--- src/rtl/enoc_network_interface.sv ---
// enoc_network_interface: router port-0 endpoint with injection/ejection FIFOs and packet counters.
// Define ENOC_NI_DEST_CHECK_EN to drop ejected packets whose dest differs from LOC and flag o_dest_err.
package enoc_pkg;
    typedef struct packed {
        logic [7:0]  dest;
        logic [23:0] payload;
    } packet_t;
endpackage

module enoc_ni_fifo #(
    parameter int DEPTH = 4,
    parameter int W = 32
) (
    input  logic         clk,
    input  logic         reset,
    input  logic         push,
    input  logic [W-1:0] wdata,
    input  logic         pop,
    output logic [W-1:0] rdata,
    output logic         full,
    output logic         empty
);
    localparam int AW = $clog2(DEPTH);
    localparam int CW = $clog2(DEPTH + 1);
    logic [W-1:0] mem [DEPTH];
    logic [AW-1:0] wr_ptr, rd_ptr;
    logic [CW-1:0] count;
    assign full = count == CW'(DEPTH);
    assign empty = count == '0;
    assign rdata = mem[rd_ptr];
    // explicit wrap compare keeps non-power-of-2 depths in range
    always_ff @(posedge clk or posedge reset) begin
        if (reset) begin
            wr_ptr <= '0;
            rd_ptr <= '0;
            count <= '0;
        end else begin
            if (push) wr_ptr <= wr_ptr == AW'(DEPTH - 1) ? '0 : wr_ptr + AW'(1);
            if (pop) rd_ptr <= rd_ptr == AW'(DEPTH - 1) ? '0 : rd_ptr + AW'(1);
            count <= count + CW'(push) - CW'(pop);
        end
    end
    always_ff @(posedge clk) begin
        if (push) mem[wr_ptr] <= wdata;
    end
endmodule

module enoc_network_interface
    import enoc_pkg::*;
#(
    parameter int INJECT_DEPTH = 4,
    parameter int EJECT_DEPTH = 4,
    parameter int LOC = 0,
    parameter int CNT_W = 32
) (
    input  logic             clk,
    input  logic             reset,
    input  packet_t          i_core_data,
    input  logic             i_core_val,
    output logic             o_core_en,
    output packet_t          o_net_data,
    output logic             o_net_data_val,
    input  logic             i_net_en,
    input  packet_t          i_net_data,
    input  logic             i_net_data_val,
    output logic             o_net_en,
    output packet_t          o_core_data,
    output logic             o_core_val,
    input  logic             i_core_en,
    output logic [CNT_W-1:0] o_inject_cnt,
    output logic [CNT_W-1:0] o_eject_cnt,
    output logic             o_dest_err
);
    localparam int PW = $bits(packet_t);
    logic inj_full, inj_empty, inj_push, inj_pop;
    logic ej_full, ej_empty, ej_accept, ej_push, ej_pop;
    logic dest_ok;
    logic [PW-1:0] inj_head, ej_head;

    assign o_core_en = ~reset & ~inj_full;
    assign inj_push = i_core_val & o_core_en;
    assign o_net_data_val = ~reset & ~inj_empty & i_net_en;
    assign inj_pop = o_net_data_val;
    assign o_net_data = reset ? '0 : packet_t'(inj_head);

    assign o_net_en = ~reset & ~ej_full;
    assign ej_accept = i_net_data_val & o_net_en;
    assign ej_push = ej_accept & dest_ok;
    assign o_core_val = ~reset & ~ej_empty;
    assign ej_pop = o_core_val & i_core_en;
    assign o_core_data = reset ? '0 : packet_t'(ej_head);

    enoc_ni_fifo #(.DEPTH(INJECT_DEPTH), .W(PW)) u_inj (
        .clk(clk),
        .reset(reset),
        .push(inj_push),
        .wdata(i_core_data),
        .pop(inj_pop),
        .rdata(inj_head),
        .full(inj_full),
        .empty(inj_empty)
    );

    enoc_ni_fifo #(.DEPTH(EJECT_DEPTH), .W(PW)) u_ej (
        .clk(clk),
        .reset(reset),
        .push(ej_push),
        .wdata(i_net_data),
        .pop(ej_pop),
        .rdata(ej_head),
        .full(ej_full),
        .empty(ej_empty)
    );

    always_ff @(posedge clk or posedge reset) begin
        if (reset) begin
            o_inject_cnt <= '0;
            o_eject_cnt <= '0;
        end else begin
            if (inj_pop) o_inject_cnt <= o_inject_cnt + CNT_W'(1);
            if (ej_pop) o_eject_cnt <= o_eject_cnt + CNT_W'(1);
        end
    end

`ifdef ENOC_NI_DEST_CHECK_EN
    logic dest_err;
    assign dest_ok = i_net_data.dest == 8'(LOC);
    assign o_dest_err = dest_err;
    // misrouted packets still complete the link handshake, they are just not stored
    always_ff @(posedge clk or posedge reset) begin
        if (reset) dest_err <= 1'b0;
        else if (ej_accept & ~dest_ok) dest_err <= 1'b1;
    end
`else
    logic unused_loc;
    assign unused_loc = |LOC;
    assign dest_ok = 1'b1;
    assign o_dest_err = 1'b0;
`endif
endmodule

--- config.mk ---
export PLATFORM = sky130hd
export DESIGN_NAME = enoc_network_interface
export DESIGN_NICKNAME = d
export VERILOG_FILES = /design/src/rtl/enoc_network_interface.sv
export SDC_FILE = /design/constraint.sdc
export NUM_CORES = 1
export LEC_CHECK = 0
export CORE_ASPECT_RATIO = 1.75
export CORE_MARGIN = 4
export CORE_UTILIZATION = 25
export CTS_CLUSTER_DIAMETER = 200
export DETAILED_ROUTE_END_ITERATION = 6
export PLACE_DENSITY_LB_ADDON = 0.3
export SLEW_MARGIN = 20
export SYNTH_ARGS = -nofsm -noshare
export SYNTH_HDL_FRONTEND = slang
export SYNTH_SLANG_ARGS = --single-unit
export TNS_END_PERCENT = 10
--- constraint.sdc ---
create_clock -name clk -period 8.2 [get_ports clk]
set_clock_uncertainty 0.15 [all_clocks]
set_input_delay 1.64 -clock clk [delete_from_list [all_inputs] [get_ports clk]]
set_output_delay 1.64 -clock clk [all_outputs]
set_load 0.05 [all_outputs]
# == After elaboration in Yosys (flattened, before gate mapping) ==
# Memories as Yosys holds them, arrays and structs flattened.
# Cells that the tools add are included.
# word_totals
mem_count,2
output_inout_bits,133
word_cells,51
regBits,78
ramBits,256
inputBits,70
# op_classes
add_sub_neg,10
n_bitwise,13
eq_ne,6
reduce_logical,2
n_mux,10
# memory_table
name,words,width,read_ports,rd_clocked_by_memory_dff,write_ports,line,rtl
u_ej.mem,4,32,1,0,1,25,logic [W-1:0] mem [DEPTH];
u_inj.mem,4,32,1,0,1,25,
# ops
operator,count
"adder 32 x 1 -> 32 bit, second input constant",2
two-way mux 32 bit,2
"adder 2 x 1 -> 2 bit, second input constant",4
AND 1 bit,8
"equality test 2 bit, second input constant",4
two-way mux 2 bit,4
adder 3 x 1 -> 3 bit,2
"equality test 3 bit, second input constant",2
logical NOT 3 bit,2
subtractor 3 x 1 -> 3 bit,2
NOT 1 bit,5
two-way mux 1 bit,4

# == Longest topological paths before layout ==
# Gate-level depths: netlist (run 1).
# logic_depth
word_depth,6
ltp_mapped,11
depth_no_buf,11

# == By module ==
# From an unflattened synthesis (run 1), not the netlist that was laid out.
# hier_totals
hier_cells,747
hier_area_um2,13593.0
# modules_own_cells
mod,seq_area_each_um2,area_each_um2,instances,cells_each
enoc_ni_fifo,4018.9,5078.6,2,205
enoc_network_interface,1601.5,3435.8,1,337

# == Worst setup path before layout (run 1) ==
# OpenSTA, ideal clock, no wires.
# synth_path
path_kind,input to output
startpoint,input reset
endpoint,output o_core_data[22] in the netlist's numbering
path_buffers,1
t_arrival_ns,4.769
stages,3
t_required_ns,6.410
setup_slack_ns,1.641
cell_sequence,inv_1 clkbuf_1 and2_1
# synth_rtl
item,line,rtl
from (decl),57,"input logic reset,"
to (decl),67,"output packet_t o_core_data,"

==> impl_metrics.yaml, run 1 <==
setup_path:
  path_class: "input pin to output port"
  reg2reg_depth: 11
  critPathLaunchType: "input pin"
  reg2reg_slack_ps: 5410
  worstPathMaxFanout: 97
  r2r-start: "u_ej.count[1]"
  endpoint_kind: "output port"
  reg2reg_to: "u_ej.count[2]"
  required_ps: 6410
  crit_arrival_ps: 4060
final_layout:
  nets: 1044
  syn_to_final_growth_pct: 29.63
  stdcell_area_sq_mm: 0.01731
  drive_above_1_share: 0.1538
  fin_cells: 1661
yosys:
  yosysSeqAreaShare: 0.7218
  synthSimpleGateAreaFrac: 0.09116
  ys_seq_elements: 334
  syn_nets: 826
  yosysWarnings: 0
  synthCells: 738
  netlist_area_sq_mm: 0.01336
  synth_compound_area_frac: 0.002811
  synth_area_per_cell_sq_um: 18.10
  synthMuxAreaShare: 0.1105
  yosys.cell_types.count: 36
  synthXorXnorAreaFrac: 0.04328
  synth_fa_ha_area_frac: 0.01799
  synth_top_family_by_area: "multiplexers"
timing:
  max_slew.worst_pin.slew_ps: 986.9
  finalHoldViolCount: 0
  rsz0062_at_grt: "no"
  fin_tns_setup_ps: 0
  relSlewSlack: 0.3420
  whs_ps: 322.7
  max_freq_ghz: 0.1709
  report.final.setup_viol: 0
  layout_min_cycle_time_ps: 5851
  layout_setup_ws_ps: 2349
  final_max_slew_viol_count: 0
  min_period_over_period: 0.7136
detailed_routing:
  met1_length_microns: 11440
  vias: 7114
  antenna_left: 0
  via_per_inst: 4.283
  wl_met2_microns: 16720
  firstDrtPassIters: 4
  wire_per_inst_microns: 18.50
  top_layer: "met5"
  routed-wl-met3_microns: 1707
  wl_microns: 30720
  drt_iter0_drc: 361
  drcViolationCount: 0
grt:
  first_global_vias: 7961
  grt_overflow_total: 0
  grt_use_total: 0.1070
  grt_max_degree: 98
  grt_pass1_wl_microns: 47680
  antenna_found_initial: 2
worst_hold_path:
  whs_path_depth: 1
  hold_start: "o_eject_cnt[31]"
  min_path_type: "register to register"
  min_to: "o_eject_cnt[31]"
clocking:
  clock_path_buffers: 3
  insertion_delay_ps: 520
  cts.sinks: 334
  root_buffer: "clkbuf_16"
  clk_pin_slew_ps: 60
  numCtsBuffers: 34
  hold_buffers: 0
  postCtsSetupRepairBufs: 0
  cts_tree: "done"
  h-tree-depth: 2
  ctsResizeCount: 0
floorplan:
  io_pins: 203
  core_area_sq_mm: 0.05264
  start_util: 0.2537
  rows: 111
  fp.dieH_microns: 313.8
  dieArea_sq_mm: 0.05733
  die_x_microns: 182.7
placed_design:
  place_area_sq_mm: 0.01617
  place_hpwl_microns: 19670
  preCtsSetupSlack_ps: 2259
  portBuffers: 201
  place.gp.congestion: 0.7253
  dp.cells: 1598
flow_run:
  drv_cap: 0
power_and_ir_drop:
  p_per_area_mw_per_mm2: 310.7
  ir_drop_v: 0.0001964
  leakagePower_nw: 6.010
status:
  status: "finished, final reports clean"
-- layout make-up --
cell class                 count  area (sq um)
tap                          678         848.3
inverter                      14         57.56
clock inverter                24         265.3
clock buffer                  38         875.8
multi-input combinational    365          3562
antenna                        1         2.502
timing repair buffer         207          2057
sequential                   334          9644
fill                        5072         35320
-- state kept, by name, summed over array words and instances (netlist names) --
name / flops
o_eject_cnt: 32
o_inject_cnt: 32
u_ej.count: 3
u_ej.mem: 128
u_ej.rd_ptr: 2
u_ej.wr_ptr: 2
u_inj.count: 3
u_inj.mem: 128
u_inj.rd_ptr: 2
u_inj.wr_ptr: 2
-- per-layer routing --
layer  track usage  vias to the layer above
met5             0                        -
met4       0.03670                        4
met3       0.02616                       45
met2        0.1981                      166
met1        0.1187                     3659
li1              -                     3240
-- worst max path at each step --
stage / from / endpoint / slack, ps
CTS: reset / o_core_data[8] / 2260
global placement: reset / o_core_data[8] / 2300
detailed placement: reset / o_core_data[8] / 2260
global route: reset / o_core_data[8] / 2130
finish: reset / o_core_data[8] / 2350
floorplan: reset / o_core_data[22] / 1640
-- where the power goes --
part / leakage (nW) / switching, W / total (W) / internal (W)
logic: 2.08 / 0.000956 / 0.00162 / 0.000666
registers: 3.36 / 0.000136 / 0.00216 / 0.00203
clock network: 0.568 / 0.000657 / 0.00159 / 0.000935
total: 6.01 / 0.00175 / 0.00538 / 0.00363
-- cell usage after synthesis --
cell / count / area share
and3_1: 16 / 0.0075
ha_1: 16 / 0.015
or3_1: 1 / 0.00047
a21oi_1: 2 / 0.00075
nand3b_1: 1 / 0.00056
and4_1: 10 / 0.0066
xnor2_1: 48 / 0.031
a21o_1: 1 / 0.00056
fa_1: 2 / 0.0030
nor2_1: 18 / 0.0051
nand3_1: 13 / 0.0049
nor3b_2: 1 / 0.00094
nand4_2: 1 / 0.00094
clkbuf_1: 15 / 0.0042
nand4b_4: 1 / 0.0018
mux2_2: 3 / 0.0025
or4_1: 1 / 0.00056
buf_2: 8 / 0.0030
buf_4: 2 / 0.0011
nand2_1: 42 / 0.012
or3_4: 1 / 0.00084
and2_1: 67 / 0.031
dfrtp_1: 78 / 0.15
inv_1: 14 / 0.0039
xor2_1: 18 / 0.012
nor4_2: 1 / 0.00094
nor3_1: 6 / 0.0022
nor3_2: 3 / 0.0022
nand4_1: 18 / 0.0084
o21ai_0: 4 / 0.0015
nor3b_4: 1 / 0.0014
mux4_2: 64 / 0.11
conb_1: 1 / 0.00028
and2_0: 2 / 0.00094
nor2_4: 2 / 0.0017
edfxtp_1: 256 / 0.58
-- critical path, cell delays in order --
cell	delay, ps
clkdlybuf4s50_1	640
inv_6	640
and2_1	280
clkdlybuf4s50_1	810
-- cells in the final DEF, fill, tap and decap left out, types with 16 or more instances in the layout --
cell and instances:
mux4_2 64, and2_1 67, xor2_1 18, clkdlybuf4s50_1 201
nor2_1 18, dfrtp_1 74, nand4_1 18, nand2_1 42
ha_1 16, xnor2_1 48, clkbuf_16 34, edfxtp_1 256
-- per-stage QoR --
stage	total power, W	utilization
2_1_floorplan	0.003303	-
3_3_place_gp	0.003865	0.3072
3_5_place_dp	0.003875	0.3072
4_1_cts	0.005505	0.3289
5_1_grt	0.005663	0.3289
6_report	0.005379	0.3289
-- cells by family after synthesis --
logic type | after synthesis
flip-flops | 334
AND/OR/NAND/NOR | 206
multiplexers | 67
XOR/XNOR | 66
buffers and inverters | 39
adder cells (fa/ha/maj) | 18
AO/OA/AOI/OAI | 7
other | 1
No activity file was read; power rests on OpenSTA's default activity.
==> run 2, diff against run 1 <==
clock period = 4.7 ns   (was 8.2 ns; I/O delays follow)
==> run 2 against run 1 <==
Worst hold slack lost 0.99 ps. Non-clock buffer count grew 13. Global-route usage up 0.24 points. Core utilization rose by 0.17 points. Total power is 75% higher. Critical endpoint is now o_net_en.
==> impl_metrics.yaml, run 2 (same netlist as run 1, synthesis figures left out) <==
clocking:
  cts.sinks: 334
  root_buffer: "clkbuf_16"
  cts_tree: "done"
  clock_path_buffers: 3
  hold_buffers: 0
  ctsResizeCount: 0
  numCtsBuffers: 34
  insertion_delay_ps: 510
  clk_pin_slew_ps: 60
  h-tree-depth: 2
  postCtsSetupRepairBufs: 0
power_and_ir_drop:
  power_report.internal_total_w: 0.006374
  ir_drop_v: 0.0002936
  clockPowerShare: 0.292
  power_frac_comb: 0.309
  p_per_area_mw_per_mm2: 539.7
  seq_power_share: 0.399
  power.switching_w: 0.003018
  switching_share: 0.3213
  leakagePower_nw: 6.132
floorplan:
  dieArea_sq_mm: 0.05733
  io_pins: 203
  start_util: 0.2537
  core_area_sq_mm: 0.05264
  rows: 111
  fp.dieH_microns: 313.8
  die_x_microns: 182.7
timing:
  max_slew.worst_pin.slew_ps: 675.8
  whs_ps: 321.8
  min_period_over_period: 0.8338
  layout_min_cycle_time_ps: 3919
  rsz0062_at_grt: "no"
  finalHoldViolCount: 0
  final_max_slew_viol_count: 0
  relSlewSlack: 0.5481
  report.final.setup_viol: 0
  max_freq_ghz: 0.2552
  fin_tns_setup_ps: 0
setup_path:
  crit_path_max_incr_delay_ps: 900
  endpoint_kind: "output port"
  crit_arrival_ps: 2830
  path_class: "input pin to output port"
  slowest_stage: "clkdlybuf4s50_1"
  required_ps: 3610
  critPathLaunchType: "input pin"
  worstPathMaxFanout: 6
  crit_chain: "clkdlybuf4s50_1 > buf_4 > a21oi_1 > clkdlybuf4s50_1"
  cp_common_cell: "clkdlybuf4s50_1"
grt:
  grt_use_total: 0.1095
  grt_overflow_total: 0
  grt_max_degree: 42
  first_global_vias: 7869
  grt_pass1_wl_microns: 48160
  antenna_found_initial: 1
detailed_routing:
  drt_iter0_drc: 261
  wl_microns: 31510
  vias: 7217
  drcViolationCount: 0
  antenna_left: 0
  via_per_inst: 4.324
  firstDrtPassIters: 4
  wire_per_inst_microns: 18.88
final_layout:
  num-fill-cells: 5096
  reg_top3: "u_ej.mem x128, u_inj.mem x128"
  mostFrequentLayoutCells: "edfxtp_1, clkdlybuf4s50_1, dfrtp_1"
  syn_to_final_growth_pct: 30.29
  drive_above_1_share: 0.1948
  seqCellArea_sq_mm: 0.009643
  final_common_cell: "edfxtp_1"
  num_antenna_cells: 0
  nets: 1057
  multi_input_area_sq_mm: 0.003562
flow_run:
  drv_cap: 0
placed_design:
  place_hpwl_microns: 21410
  place.gp.congestion: 0.7327
  portBuffers: 201
worst_hold_path:
  min_path_type: "register to register"
status:
  status: "finished, final reports clean"
## run 2: area by class of cell
class	instances	area share
inverter	14	0.003308
multi-input combinational	365	0.2047
sequential	334	0.5542
timing repair buffer	220	0.1250
tap	678	0.04875
clock inverter	14	0.01179
clock buffer	44	0.05228
## run 2: critical path, delay by kind of cell
kind	cells	cell delay, ps
AO/OA/AOI/OAI	1	290
buffers and inverters	3	1600
## run 2: worst paths after layout
kind                       slack (ps)  cells after the start        startpoint          endpoint
max                               780                      4             reset          o_net_en
min                               320                      1  o_inject_cnt[31]  o_inject_cnt[31]
max reg2reg                      1740                     11     u_ej.count[2]     u_ej.count[2]
min reg2reg                       320                      1  o_inject_cnt[31]  o_inject_cnt[31]
max in group asynchronous        2340                      4             reset  o_inject_cnt[13]
min in group asynchronous         640                      2             reset    o_eject_cnt[0]
## run 2: metal layers
metal	vias to the layer above	GRT usage	wire length, microns
met5	-	0	0
met4	0	0.03960	1006
met3	48	0.02790	1895
met2	181	0.1990	16840
met1	3732	0.1229	11760
li1	3256	-	-
## run 2: power groups by stage
| stage | clock network (W) | registers, W | logic, W |
|---|---|---|---|
| CTS | 0.00287 | 0.00375 | 0.00300 |
| global placement | 0 | 0.00380 | 0.00298 |
| finish | 0.00275 | 0.00374 | 0.00290 |
| global route | 0.00297 | 0.00378 | 0.00312 |
| floorplan | 0 | 0.00388 | 0.00188 |
| detailed placement | 0 | 0.00381 | 0.00298 |
## run 2: per-stage QoR
stage,util,area (sq um),worst slack (ps),total power [W],cells
after floorplan,-,13360,893.3,0.005762,738
after global placement,0.3094,16290,804.4,0.006780,1611
after detailed placement,0.3094,16290,758.9,0.006799,1611
after CTS,0.3306,17400,680.5,0.009617,1669
after global routing,0.3306,17400,640.1,0.009873,1669
final,0.3306,17400,781.1,0.009392,1669
==> run 3, diff against run 2 <==
clock period = 3.7 ns   (was 4.7 ns; I/O delays follow)
==> run 3 against run 2 <==
Sequential cell count did not move. Combinational power is 48% higher. Setup slack lost 520 ps. Register-to-register slack worse by 600 ps. Via count is 0.78% lower. Global-route usage down 0.13 points. Worst hold slack got worse by 1.3 ps. Non-clock buffer count grew 10. Critical path type is now register to output port. Critical endpoint is now o_net_data[27]. Largest cell class unchanged. Largest power group unchanged.
==> impl_metrics.yaml, run 3 (same netlist as run 1, synthesis figures left out) <==
status:
  status: "finished, final reports clean"
clocking:
  hold_buffers: 0
  ctsResizeCount: 0
  postCtsSetupRepairBufs: 0
  numCtsBuffers: 31
  cts_tree: "done"
  root_buffer: "clkbuf_16"
  clock_path_buffers: 3
  insertion_delay_ps: 580
  h-tree-depth: 1
  clk_pin_slew_ps: 70
  cts.sinks: 334
setup_path:
  critPathLaunchType: "register"
  reg2reg_slack_ps: 1140
  endpoint_kind: "output port"
  r2r-start: "u_ej.count[1]"
  path_class: "register to output port"
  worstPathMaxFanout: 18
  crit_arrival_ps: 2540
  required_ps: 2810
  startpoint: "u_inj.rd_ptr[0]"
placed_design:
  dp.cells: 1621
  portBuffers: 201
  place_hpwl_microns: 21520
  place.gp.congestion: 0.7812
power_and_ir_drop:
  leakagePower_nw: 6.423
  fin_total_pwr_w: 0.01225
  ir_drop_v: 0.0005145
  p_per_area_mw_per_mm2: 676.8
detailed_routing:
  drt_iter0_drc: 276
  vias: 7161
  firstDrtPassIters: 4
  via_per_inst: 4.260
  antenna_left: 0
  wl_microns: 31380
  wire_per_inst_microns: 18.67
  drcViolationCount: 0
grt:
  antenna_found_initial: 2
  met3_usage: 0.02176
  first_global_vias: 7910
  grt_overflow_total: 0
  busiest_layer: "met2"
  grt_pass1_wl_microns: 48360
  grt_max_degree: 42
  gr-usage-met1: 0.1240
  grt.met2_usage: 0.1976
  grt_use_total: 0.1082
floorplan:
  io_pins: 203
  rows: 111
  fp.dieH_microns: 313.8
  die_x_microns: 182.7
  dieArea_sq_mm: 0.05733
  core_area_sq_mm: 0.05264
  start_util: 0.2537
final_layout:
  syn_to_final_growth_pct: 35.50
  drive_above_1_share: 0.2358
  final_common_cell: "edfxtp_1"
  fin_cells: 1681
  mostFrequentLayoutCells: "edfxtp_1, clkdlybuf4s50_1, dfrtp_1"
  nets: 1064
  reg_top3: "u_ej.mem x128, u_inj.mem x128"
timing:
  rsz0062_at_grt: "no"
  layout_min_cycle_time_ps: 3434
  final_max_slew_viol_count: 0
  finalHoldViolCount: 0
  relSlewSlack: 0.5401
  max_freq_ghz: 0.2912
  fin_tns_setup_ps: 0
  max_slew.worst_pin.slew_ps: 687.7
  min_period_over_period: 0.9281
  report.final.setup_viol: 0
worst_hold_path:
  min_path_type: "register to register"
  hold_start: "o_inject_cnt[31]"
flow_run:
  drv_cap: 0
==> run 3: cell type report <==
cell class	count	area, sq um
Fill cell	4973	34540
Sequential cell	334	9643
Multi-Input combinational cell	365	3562
Timing Repair Buffer	230	2973
Clock buffer	47	917.1
Tap cell	678	848.3
Clock inverter	11	90.09
Inverter	14	57.56
Antenna cell	2	5.005
==> run 3: power breakdown <==
part | internal, W | leakage (nW) | switching [W]
logic | 0.00204 | 2.56 | 0.00225
registers | 0.00449 | 3.36 | 0.000310
clock network | 0.00178 | 0.498 | 0.00138
==> run 3: through the flow <==
| stage | hold slack [ps] | util | cell area [sq um] | worst slack (ps) |
|---|---|---|---|---|
| finish | 320.4 | 0.3438 | 18100 | 266.1 |
| CTS | 329.4 | 0.3437 | 18090 | 149.9 |
| global route | 357.4 | 0.3438 | 18100 | 71.17 |
| global placement | 319.2 | 0.3246 | 17080 | 328.2 |
| detailed placement | 315.4 | 0.3246 | 17080 | 331.6 |
| floorplan | 318.1 | - | 13360 | 293.3 |
==> run 3: path summary, 6_finish.rpt <==
path	to	cells past startpoint
setup / recovery	o_net_data[27]	4
hold / removal	o_inject_cnt[31]	1
setup reg to reg	u_ej.count[2]	11
hold reg to reg	o_inject_cnt[31]	1
max in group asynchronous	o_inject_cnt[5]	4
min in group asynchronous	u_inj.count[2]	2
==> run 3: metal layers <==
layer | share of wire | vias up
met2 | 0.53 | 164
met1 | 0.38 | 3676
met3 | 0.052 | 49
met5 | 0 | -
met4 | 0.032 | 0
li1 | - | 3272
==> run 3: worst max-delay path, stage by stage, from the launching register on <==
cell and delay [ps]:
dfrtp_2 750, buf_12 280, mux4_2 510, and2_1 230, buf_12 170
==> edit: new RTL, flow settings as in run 3 <==
Add a define of `ENOC_NI_DEST_CHECK_EN`.
--- a/src/rtl/enoc_network_interface.sv
+++ b/src/rtl/enoc_network_interface.sv
@@ -1,4 +1,6 @@
 // enoc_network_interface: router port-0 endpoint with injection/ejection FIFOs and packet counters.
 // Define ENOC_NI_DEST_CHECK_EN to drop ejected packets whose dest differs from LOC and flag o_dest_err.
+`define ENOC_NI_DEST_CHECK_EN
+
 package enoc_pkg;
     typedef struct packed {
Function: changed (a bounded check fails within 4 cycles, from zero or initial values and one cycle with reset high).
==> edit against run 3 <==
Cell area grew 1.4%; first-iteration DRC count grew 13%; count of clock-buffer cells in the layout shrank 6; sequential cell count grew 1; setup slack gained 0.18 ns; register-to-register slack lost 0.20 ns; synthesized cell count grew 0.68%; routed wire length grew 3.4%; area after synthesis grew 0.66%; power shrank 0.85%; combinational power shrank 7.7%; fmax grew 5.5%; critical path type unchanged; highest routed layer is now met5.
==> edit: results (changes against run 3) <==
The flow ran to the end, and the final reports show no timing, DRC or antenna violations. The cell with the largest stage delay on the worst path is sky130_fd_sc_hd__mux4_2. Clock insertion delay at the later pin of the skew report: 0.53 ns (-0.05 ns).

The final weighted congestion in routability-driven placement came out at 0.698 (-11%). The fraction of synthesized cell area in xor and xnor cells is 0.0430 (-0.000282). The number of buffers added on ports is 202 (+0.50%), and the fraction of synthesis flops using an asynchronous set or reset pin is 0.236 (+0.00229). The mux cell area share after synthesis was 0.113 (+0.00263); the transition time at the pin with the least slew margin was 0.708 ns (+0.0201 ns).

The tools report the part of the total power dissipated in combinational logic as 0.326 (-0.024). Sum of routed wire segments on met1: 12.5 mm (+4.0%). The post-synthesis instance total was 743 (+0.68%).

The met2 wirelength from detailed routing was 17.1 mm (+1.8%). The count of different cell masters after synthesis is 34 (-5.6%). The net count after synthesis was 831 (+0.61%); the via density per instance was 4.35 (+2.0%). In the post-synthesis netlist, the biggest area contributors are sky130_fd_sc_hd__edfxtp_1 (57%), sky130_fd_sc_hd__dfrtp_1 (15%), sky130_fd_sc_hd__mux4_2 (11%), sky130_fd_sc_hd__xnor2_1 (3.6%), sky130_fd_sc_hd__and2_1 (3.4%).

The tools report the maximum level of the CTS H-tree as 2 (+1). The dominant delay contributor by cell family on the critical path was multiplexers. Number of violations reported at the end of detailed-routing iteration 0: 311 (+13%). The area share of fa/ha/maj cells after synthesis works out to 0.0179 (-0.000117). The tools report the wire length of the first global-routing pass as 49.9 mm (+3.2%). The largest net degree at the start of global routing was 45 (+7.1%). Total track usage: 0.113 (+0.00481). The net count of the finished layout was 1065 (+0.094%); the filler-free cell count of the finished design was 1687 (+0.36%). The complex-gate fraction of the synthesized area was 0.00205 (-0.000763). Routed signal wires occupy layers up through met5. The sequential share of the synthesized area is 0.719 (-0.00284). The area of placed instances is 0.0172 mm² (+0.75%). The run gives 22.1 mm (+2.7%) as the detailed-placement wirelength estimate.
==> edit: worst paths after layout <==
path                                              start                            to  slack [ns]  cells after the start
min in group asynchronous                         reset        o_dest_err$_DFFE_PP0P_        0.52                      3
max in group asynchronous                         reset  o_inject_cnt[14]$_DFFE_PP0P_        1.61                      5
setup reg to reg               u_inj.count[1]$_DFF_PP0_      u_inj.count[2]$_DFF_PP0_        0.94                     10
setup / recovery             u_ej.rd_ptr[0]$_DFFE_PP0P_                o_core_data[1]        0.45                      4
hold reg to reg            o_inject_cnt[31]$_DFFE_PP0P_  o_inject_cnt[31]$_DFFE_PP0P_        0.32                      1
hold / removal             o_inject_cnt[31]$_DFFE_PP0P_  o_inject_cnt[31]$_DFFE_PP0P_        0.32                      1
==> edit: final cells by class <==
cell class	instances	area [µm²]
multi-input cells	358	3570
fillers	5097	34900
repair buffers	229	3050
clock buffers	41	908
well taps	684	856
clock inverters	20	221
diodes	1	2.50
flip-flops and latches	335	9670
inverters	19	76.3
